[src/rtl/pkt_stream_rr_arbiter.sv]
// Packet-atomic round-robin merge of NUM_PORTS ingress packet streams into one output channel.
// Define ARB_PKT_STATS_EN to build the per-port forwarded-packet counters.
`ifndef PARSER_WIN_SIZE_BYTES
`define PARSER_WIN_SIZE_BYTES 8
`endif

module pkt_stream_rr_arbiter #(
  parameter int unsigned NUM_PORTS = 4,
  parameter int unsigned WIN_BYTES = `PARSER_WIN_SIZE_BYTES,
  parameter int unsigned PORT_W    = $clog2(NUM_PORTS)
) (
  input  logic                                   clk,
  input  logic                                   reset,
  input  logic [NUM_PORTS-1:0]                   in_valid,
  input  logic [NUM_PORTS-1:0]                   in_sop,
  input  logic [NUM_PORTS-1:0]                   in_eop,
  input  logic [NUM_PORTS-1:0][WIN_BYTES*8-1:0]  in_data,
  output logic [NUM_PORTS-1:0]                   in_ready,
  output logic                                   out_valid,
  output logic                                   out_sop,
  output logic                                   out_eop,
  output logic [WIN_BYTES*8-1:0]                 out_data,
  output logic [PORT_W-1:0]                      out_port,
  input  logic                                   out_ready,
  output logic [15:0]                            err_drop_cnt,
  output logic [NUM_PORTS-1:0][31:0]             pkt_cnt
);

  typedef enum logic {IDLE, BUSY} state_t;

  state_t              state;
  logic [PORT_W-1:0]   owner;
  logic [PORT_W-1:0]   last_grant;

  logic                slot_free;
  logic                win_found;
  logic [PORT_W-1:0]   win;
  logic [PORT_W-1:0]   scan;
  logic [NUM_PORTS-1:0] stray;
  logic [NUM_PORTS-1:0] ready;
  logic                load;
  logic [PORT_W-1:0]   src;
  logic [3:0]          drop_n;
  logic [16:0]         drop_sum;

  always_comb begin
    slot_free = ~out_valid | out_ready;

    // Rotating priority: search starts just after the last granted port.
    win_found = 1'b0;
    win       = '0;
    scan      = '0;
    for (int unsigned i = 1; i <= NUM_PORTS; i++) begin
      scan = PORT_W'((32'(last_grant) + i) % NUM_PORTS);
      if (!win_found && in_valid[scan] && in_sop[scan]) begin
        win_found = 1'b1;
        win       = scan;
      end
    end

    ready = '0;
    stray = '0;
    load  = 1'b0;
    src   = owner;
    if (state == IDLE) begin
      // Stray beats are swallowed even while the output slot is stalled.
      stray = in_valid & ~in_sop;
      ready = stray;
      if (win_found && slot_free) begin
        ready[win] = 1'b1;
        load       = 1'b1;
        src        = win;
      end
    end else begin
      ready[owner] = slot_free;
      if (slot_free && in_valid[owner]) begin
        load = 1'b1;
        src  = owner;
      end
    end

    drop_n = '0;
    for (int unsigned i = 0; i < NUM_PORTS; i++) begin
      drop_n = drop_n + 4'(stray[i]);
    end
    drop_sum = {1'b0, err_drop_cnt} + 17'(drop_n);
  end

  assign in_ready = ready;

  always_ff @(posedge clk) begin
    if (!reset) begin
      state        <= IDLE;
      owner        <= '0;
      last_grant   <= PORT_W'(NUM_PORTS - 1);
      out_valid    <= 1'b0;
      out_sop      <= 1'b0;
      out_eop      <= 1'b0;
      out_data     <= '0;
      out_port     <= '0;
      err_drop_cnt <= '0;
    end else begin
      err_drop_cnt <= drop_sum[16] ? 16'hFFFF : drop_sum[15:0];

      if (load) begin
        out_valid <= 1'b1;
        out_sop   <= in_sop[src];
        out_eop   <= in_eop[src];
        out_data  <= in_data[src];
        out_port  <= src;
      end else if (out_ready) begin
        out_valid <= 1'b0;
      end

      case (state)
        IDLE: begin
          if (load) begin
            owner      <= win;
            last_grant <= win;
            if (!in_eop[win]) state <= BUSY;
          end
        end
        BUSY: begin
          if (load && in_eop[owner]) state <= IDLE;
        end
        default: state <= IDLE;
      endcase
    end
  end

`ifdef ARB_PKT_STATS_EN
  always_ff @(posedge clk) begin
    if (!reset) begin
      pkt_cnt <= '0;
    end else if (load && in_eop[src]) begin
      pkt_cnt[src] <= pkt_cnt[src] + 32'd1;
    end
  end
`else
  assign pkt_cnt = '0;
`endif

endmodule
[config.mk]
export PLATFORM = sky130hd
export DESIGN_NAME = pkt_stream_rr_arbiter
export DESIGN_NICKNAME = d
export VERILOG_FILES = /design/src/rtl/pkt_stream_rr_arbiter.sv
export SDC_FILE = /design/constraint.sdc
export NUM_CORES = 1
export LEC_CHECK = 0
export CORE_AREA = 2 2 190 192
export DETAILED_ROUTE_END_ITERATION = 8
export DIE_AREA = 0 0 192 194
export GPL_ROUTABILITY_DRIVEN = 1
export HOLD_SLACK_MARGIN = 0.08
export MAX_ROUTING_LAYER = met4
export PLACE_DENSITY_LB_ADDON = 0.2
export SYNTH_ARGS = -nofsm -noshare
export SYNTH_HDL_FRONTEND = slang
export SYNTH_SLANG_ARGS = --single-unit
[constraint.sdc]
create_clock -name clk -period 8.25 [get_ports clk]
set_input_delay 2.0625 -clock clk [delete_from_list [all_inputs] [get_ports clk]]
set_output_delay 2.0625 -clock clk [all_outputs]
set_load 0.02 [all_outputs]
==> results.cfg, run 1 <==
[run_status]
status = finished, final reports clean

[sta]
fin_crit_sh_pct = 82.9
max_freq_mhz = 146
worst_pin_slew_ns = 0.978
drv_slew = 0
hold_viol = 0
setup_violations = 0
rsz0062_at_grt = no
finalSetupTns_ns = 0
clock_skew_ns = 0.00747
period_needed_ns = 6.84
slew_headroom_pct = 34.8

[clock_tree]
h-tree-depth = 3
postCtsHoldBufs = 0
clockRootBuffer = clkbuf_16
cts_setup_buffers = 0
clk_latency_ns = 0.35
clock-sinks = 90
cts_tree = yes
cts_buffers = 9
cts.path.max_buffers = 2
path_clk_slew_ns = 0.07
ctsResizeCount = 0

[logic_synthesis]
synth_cell_types = 55
synth_ff_type = dfxtp_1
synth_edf_count = 0
yosys_warnings = 0
ys_ff_latch = 90
synth_area_per_cell_sq_um = 8.96
synthCells = 669
synthArstFlopShare_pct = 0
yosysSeqAreaShare_pct = 30.1
syn_area_sq_um = 5990

[worst_setup_path]
critPathLaunch = in_valid[0]
cp_max_fo = 7
critPathKind = input pin to output pin
arrival_ns = 4.78
rrSetupSlack_ns = 4.53
endpoint_kind = output pin
cp-start-kind = input pin
ff2ff_path_depth = 10
crit_required_ns = 6.19
r2r_start = state$_SDFF_PN0_
rr_endpoint = err_drop_cnt[3]$_SDFF_PN0_

[power]
power_uw = 1910
peakVddDrop_uv = 90.1
p_leak_uw = 0.00382
power_per_cell_area_nw_per_um2 = 193

[layout]
fill_cells = 3813
drive_gt1_share_pct = 3.89
synthToLayoutAreaGrowth_pct = 64.3
fin_cells = 1463
fin_nets = 1273
final_cell_mix = clkdlybuf4s50_1 (358), conb_1 (128), dfxtp_1 (90)
antenna_cells = 0
final_util_pct = 28.0
fin_area_sq_um = 9850
final_common_cell = clkdlybuf4s50_1

[place]
placed_cells = 1448
gp_congestion = 0.798
io_buffers = 359
place_hpwl_um = 19400
placed_area_sq_um = 9560

[floorplanning]
dieArea_sq_um = 37200
fp.dieH_um = 194
die_width_um = 192
io_pins = 488
rows = 69
core_sq_um = 35200
start_util_pct = 17.0

[worst_hold_path]
min_path_type = flip-flop to flip-flop
hold_path_depth = 2
hold_start = err_drop_cnt[12]$_SDFF_PN0_
hold_end = err_drop_cnt[12]$_SDFF_PN0_

[drt]
wire_per_inst_um = 17.5
dr.pass1.iters = 4
via_per_inst = 4.11
wirelength_um = 25600
ant_nets = 0
dr.first_iter.drc_count = 154
route.detailed.drc = 0
vias = 6013

[global_route]
overflow = 0
antenna_found_initial = 0
grt_pass1_vias = 5963
grt_pass1_wl_um = 36800
grt_use_total_pct = 13.6
grt_start_max_net_pins = 68

[job]
maxCapViolCount = 0
==> sequential cells by signal, summed over array words and instances (netlist names) <==
signal	flops
out_port	2
owner	2
out_valid	1
state	1
out_data	64
last_grant	2
out_sop	1
err_drop_cnt	16
out_eop	1
==> metrics by stage <==
stage               hold slack, ns  setup slack [ns]
floorplan                    0.500              2.80
global placement             0.533              1.42
detailed placement           0.533              1.48
CTS                          0.547              1.45
global route                 0.578              1.22
finish                       0.547              1.41
==> report_power, final <==
| group | internal, uW | switching, uW | leakage [uW] |
|---|---|---|---|
| clock network | 229 | 191 | 0.000145 |
| registers | 518 | 56.2 | 0.000745 |
| logic | 415 | 495 | 0.00293 |
| total | 1160 | 743 | 0.00382 |
==> Yosys cell counts (all sizes together) (3+ instances only) <==
cell	n	share of area, %
buf	150	18
dfxtp	90	30
nor2	76	4.8
mux2i	69	12
o221ai	66	9.6
o2bb2ai	66	9.6
clkbuf	27	1.7
nand2	16	1.0
a21oi	15	1.3
nand3	11	0.92
inv	9	0.56
xor2	6	0.88
nor3	5	0.50
and3	4	0.42
xnor2	4	0.58
a211oi	3	0.38
a22oi	3	0.38
fa	3	1.0
nor3b	3	0.38
o21a	3	0.38
==> area by class of cell <==
class,instances,area [sq um],share of cell area (%)
timing repair buffer,368,3660,37.1
clock inverter,3,22.5,0.229
clock buffer,12,267,2.71
sequential,90,1800,18.3
multi-input combinational,520,3490,35.4
tap,461,577,5.86
inverter,9,33.8,0.343
==> kinds of logic after synthesis <==
| kind of cell | share of synthesized area (%) |
|---|---|
| buf+inv | 20.4 |
| compound gates | 24.5 |
| simple gates | 9.85 |
| flops | 30.1 |
| mux | 12.5 |
| xor+xnor | 1.46 |
| fa+ha+maj | 1.21 |
| other cells | 0.0626 |
==> worst max-delay path by stage <==
stage	endpoint	cells past startpoint
after global placement	in_ready[3]	6
after global routing	in_ready[3]	6
after detailed placement	in_ready[3]	6
after floorplan	in_ready[3]	4
after CTS	in_ready[3]	6
final	in_ready[3]	6
==> metal layers <==
metal	vias to the layer above	share of wire (%)	GRT usage, %
met4	0	1.6	3.65
met1	2817	41	16.1
met3	17	6.2	2.55
met2	280	51	23.4
met5	-	0	-
li1	2899	-	-
==> critical path, cell delays in order <==
cell	delay (ns)
clkdlybuf4s50_1	0.57
a22oi_1	0.17
a311oi_2	0.63
nand3_1	0.37
o21ai_0	0.31
clkdlybuf4s50_1	0.66
Note: power is estimated with default switching activity, not from simulation.
==> run 2: changes to the inputs <==
==> constraint.sdc (replaced) <==
create_clock -name clk -period 6.9 [get_ports clk]
set_input_delay 1.725 -clock clk [delete_from_list [all_inputs] [get_ports clk]]
set_output_delay 1.725 -clock clk [all_outputs]
set_load 0.02 [all_outputs]
==> run 2 against run 1 <==
Against the previous run: clock power increased by 26%; worst hold slack got worse by 0.0031 ns; critical path depth unchanged; cell area increased by 0.43%; core utilization increased by 0.12 points; clock-buffer cell count decreased by 2; highest routed layer unchanged; first-iteration DRC count increased by 25%; combinational power increased by 20%.
==> results.cfg, run 2 (synthesis gave the netlist of run 1 again) <==
[run_status]
status = finished, final reports clean

[drt]
wire_per_inst_um = 17.6
via_per_inst = 4.12
dr.pass1.iters = 4
vias = 6041
route.detailed.drc = 0
dr.first_iter.drc_count = 193
ant_nets = 0
wirelength_um = 25800

[worst_setup_path]
crit_required_ns = 5.18
cp-start-kind = input pin
arrival_ns = 4.39
critPathKind = input pin to output pin
cp_max_fo = 7
endpoint_kind = output pin

[clock_tree]
ctsResizeCount = 0
cts_tree = yes
clockRootBuffer = clkbuf_16
clock-sinks = 90
cts_buffers = 9
clk_latency_ns = 0.36
path_clk_slew_ns = 0.07
postCtsHoldBufs = 0
cts.path.max_buffers = 2
h-tree-depth = 3
cts_setup_buffers = 0

[global_route]
grt_use_total_pct = 13.5
grt_pass1_wl_um = 36300
use_met3_pct = 3.00
grt_start_max_net_pins = 68
top_usage_layer = met2
gr-usage-met1_pct = 15.7
antenna_found_initial = 0
grt_use_met2_pct = 23.5
overflow = 0
grt_pass1_vias = 5871

[floorplanning]
fp.dieH_um = 194
rows = 69
dieArea_sq_um = 37200
die_width_um = 192
io_pins = 488
start_util_pct = 17.0
core_sq_um = 35200

[job]
maxCapViolCount = 0

[power]
peakVddDrop_uv = 136
power_uw = 2310
p_leak_uw = 0.00384
power_per_cell_area_nw_per_um2 = 234

[layout]
reg.largest.list = out_data x64, err_drop_cnt x16
synthToLayoutAreaGrowth_pct = 65.0
largest_reg_flops = 64
final_common_cell = clkdlybuf4s50_1
antenna_cells = 0
largest-register = out_data
fin_nets = 1275
final_cell_mix = clkdlybuf4s50_1 (358), conb_1 (128), dfxtp_1 (90)
drive_gt1_share_pct = 4.18

[sta]
worst_pin_slew_ns = 0.931
hold_viol = 0
setup_violations = 0
drv_slew = 0
slew_headroom_pct = 37.9
max_freq_mhz = 164
period_needed_ns = 6.11
fin_ws_ns = 0.790
fin_crit_sh_pct = 88.6
finalSetupTns_ns = 0
rsz0062_at_grt = no
clock_skew_ns = 0.0133

[place]
place_hpwl_um = 19700
post-place-ws_ns = 0.802
io_buffers = 359
gp_congestion = 0.828

[worst_hold_path]
min_path_type = flip-flop to flip-flop
## run 2: cell count changes in the layout (fill, tap and decap cells not counted)
cell / before / now
clkbuf_8: 3 / 1
bufinv_16: 0 / 1
clkinv_2: 1 / 2
clkinvlp_4: 0 / 1
buf_4: 9 / 10
buf_12: 0 / 1
## run 2: metrics by stage
stage | hold slack [ns] | area (sq um) | util, % | std cells
floorplan | 0.500 | 6470 | - | 796
global placement | 0.532 | 9590 | 27.2 | 1450
detailed placement | 0.537 | 9590 | 27.2 | 1450
CTS | 0.549 | 9890 | 28.1 | 1466
global route | 0.575 | 9890 | 28.1 | 1466
finish | 0.544 | 9890 | 28.1 | 1466
## run 2: area by class of cell
type                       count  area, sq um
fill                        3832        25300
timing repair buffer         370         3680
multi-input combinational    520         3490
sequential                    90         1800
tap                          461          577
clock buffer                  10          239
clock inverter                 6         65.1
inverter                       9         33.8
## run 2: final timing paths
check	cells past startpoint	slack, ns	from	end
max	6	0.79	in_valid[0]	in_ready[3]
min	3	0.54	out_port[0]$_SDFFE_PN0P_	out_port[0]$_SDFFE_PN0P_
max reg2reg	10	3.04	state$_SDFF_PN0_	err_drop_cnt[7]$_SDFF_PN0_
min reg2reg	3	0.54	out_port[0]$_SDFFE_PN0P_	out_port[0]$_SDFFE_PN0P_
## run 2: worst max-delay path, stage by stage
cell and delay, ns:
clkdlybuf4s50_1 0.57, a22oi_1 0.18, a311oi_2 0.62, nand3_1 0.35, o21ai_0 0.29, clkdlybuf4s50_1 0.65
## run 2: power breakdown
part           total (uW)  internal (uW)  switching, uW
Combinational        1090            501            594
Sequential            686            619           67.0
Clock                 531            292            239
Total                2310           1410            900
## run 2: layer usage
layer,vias up,wire [um]
met4,0,272
met1,2862,10700
met2,265,13200
li1,2898,-
met5,-,0
met3,16,1660
==> run 3: changes to the inputs <==
==> constraint.sdc (replaced) <==
create_clock -name clk -period 6.9 [get_ports clk]
set_input_delay 2.07 -clock clk [delete_from_list [all_inputs] [get_ports clk]]
set_output_delay 2.07 -clock clk [all_outputs]
set_load 0.02 [all_outputs]
==> run 3 against run 2 <==
Against the previous run: via count shrank 0.31%; die area is the same; first-iteration DRC count down 13%; core utilization grew 0.12 points; non-clock buffer count is 2 higher; critical path depth increased by 1; clock-buffer cell count unchanged; global-route usage increased by 0.079 points; flip-flop and latch count stayed put; clock skew shrank 0.0033 ns; cell area increased by 0.44%; sequential share of layout area fell by 0.080 points; critical endpoint is now in_ready[0].
==> results.cfg, run 3 (synthesis gave the netlist of run 1 again) <==
[run_status]
status = finished, final reports clean

[worst_setup_path]
worst_path_max_delay_cell = clkdlybuf4s50_1
critPathLaunch = in_sop[2]
cp-start-kind = input pin
endpoint_kind = output pin
r2r_start = state$_SDFF_PN0_
cp_max_fo = 6
crit_required_ns = 4.83
critPathKind = input pin to output pin
crit_path_cell_trace = clkdlybuf4s50_1 -> nand2_1 -> a2111o_1 -> nor3_2 -> nand2_1 -> o311ai_0 -> clkdlybuf4s50_1
arrival_ns = 4.50
max_stage_delay_ns = 0.73

[sta]
hold_viol = 0
slew_headroom_pct = 38.7
rsz0062_at_grt = no
fin_ws_ns = 0.329
worst_pin_slew_ns = 0.920
max_freq_mhz = 152
setup_violations = 0
period_needed_ns = 6.57
drv_slew = 0
fin_crit_sh_pct = 95.2
finalSetupTns_ns = 0
clock_skew_ns = 0.0100

[global_route]
grt_pass1_vias = 5980
grt_use_total_pct = 13.6
grt_pass1_wl_um = 36600
overflow = 0
grt_start_max_net_pins = 68
antenna_found_initial = 0

[layout]
reg.largest.list = out_data x64, err_drop_cnt x16
final_cell_mix = clkdlybuf4s50_1 (358), conb_1 (128), dfxtp_1 (90)
drive_gt1_share_pct = 4.17
fill_cells = 3777
largest-register = out_data
antenna_cells = 0
synthToLayoutAreaGrowth_pct = 65.7
final_common_cell = clkdlybuf4s50_1
largest_reg_flops = 64
fin_nets = 1277

[floorplanning]
rows = 69
io_pins = 488
die_width_um = 192
fp.dieH_um = 194
dieArea_sq_um = 37200
core_sq_um = 35200
start_util_pct = 17.0

[clock_tree]
clock-sinks = 90
cts.path.max_buffers = 2
postCtsHoldBufs = 0
h-tree-depth = 3
clockRootBuffer = clkbuf_16
cts_setup_buffers = 0
ctsResizeCount = 0
cts_buffers = 9
path_clk_slew_ns = 0.07
cts_tree = yes
clk_latency_ns = 0.36

[power]
p_leak_uw = 0.00386
p_comb_share_pct = 46.4
p_seq_share_pct = 28.9
peakVddDrop_uv = 109
sw_frac_of_total_pct = 37.8
switchingPower_uw = 896
power_per_cell_area_nw_per_um2 = 239
p_int_uw = 1480
clkPwrFrac_pct = 24.8

[place]
place_hpwl_um = 19600
io_buffers = 359
post-place-ws_ns = 0.322
gp_congestion = 0.795

[job]
maxCapViolCount = 0

[drt]
wirelength_um = 25700
ant_nets = 0
dr.first_iter.drc_count = 167
route.detailed.drc = 0
via_per_inst = 4.10
vias = 6022
dr.pass1.iters = 4
wire_per_inst_um = 17.5

[worst_hold_path]
min_path_type = flip-flop to flip-flop
hold_start = out_port[0]$_SDFFE_PN0P_
-- run 3: power by group through the flow --
stage	logic (uW)	clock network, uW	registers [uW]
after global placement	1120	0	694
after CTS	1120	612	686
after global routing	1180	628	699
after detailed placement	1110	0	696
final	1100	587	685
after floorplan	542	0	795
-- run 3: per-layer routing --
layer / vias up / track usage, % / share of wire [%]
li1: 2898 / - / -
met1: 2855 / 15.7 / 41
met3: 17 / 2.84 / 6.4
met2: 252 / 23.7 / 52
met4: 0 / 3.45 / 1.3
met5: - / - / 0
-- run 3: area by class of cell --
cell class                      count  area, sq um  share of cell area, %
Sequential cell                    90         1800                   18.1
Clock buffer                       10          229                   2.31
Timing Repair Buffer              372         3700                   37.2
Multi-Input combinational cell    520         3490                   35.1
Clock inverter                      5          104                   1.05
Inverter                            9         33.8                  0.340
Tap cell                          461          577                   5.81
-- run 3: critical path, delay by kind of cell --
family,cells,cell delay (ns)
buffers and inverters,2,1.23
AND/OR/NAND/NOR,3,0.56
AO/OA/AOI/OAI,2,0.64
-- run 3: through the flow --
stage	hold WS (ns)	utilization, %	power [uW]	instances	area [sq um]
2_1_floorplan	0.500	-	1340	796	6470
3_3_place_gp	0.533	27.3	1820	1452	9600
3_5_place_dp	0.539	27.3	1810	1452	9600
4_1_cts	0.555	28.2	2420	1467	9930
5_1_grt	0.576	28.2	2500	1467	9930
6_report	0.551	28.2	2370	1467	9930
-- run 3: final timing paths --
check / endpoint / slack [ns] / cells after the start
worst max-delay path: in_ready[0] / 0.33 / 7
worst min-delay path: out_port[0]$_SDFFE_PN0P_ / 0.55 / 3
worst max register to register: err_drop_cnt[3]$_SDFF_PN0_ / 3.13 / 10
worst min register to register: out_port[0]$_SDFFE_PN0P_ / 0.55 / 3
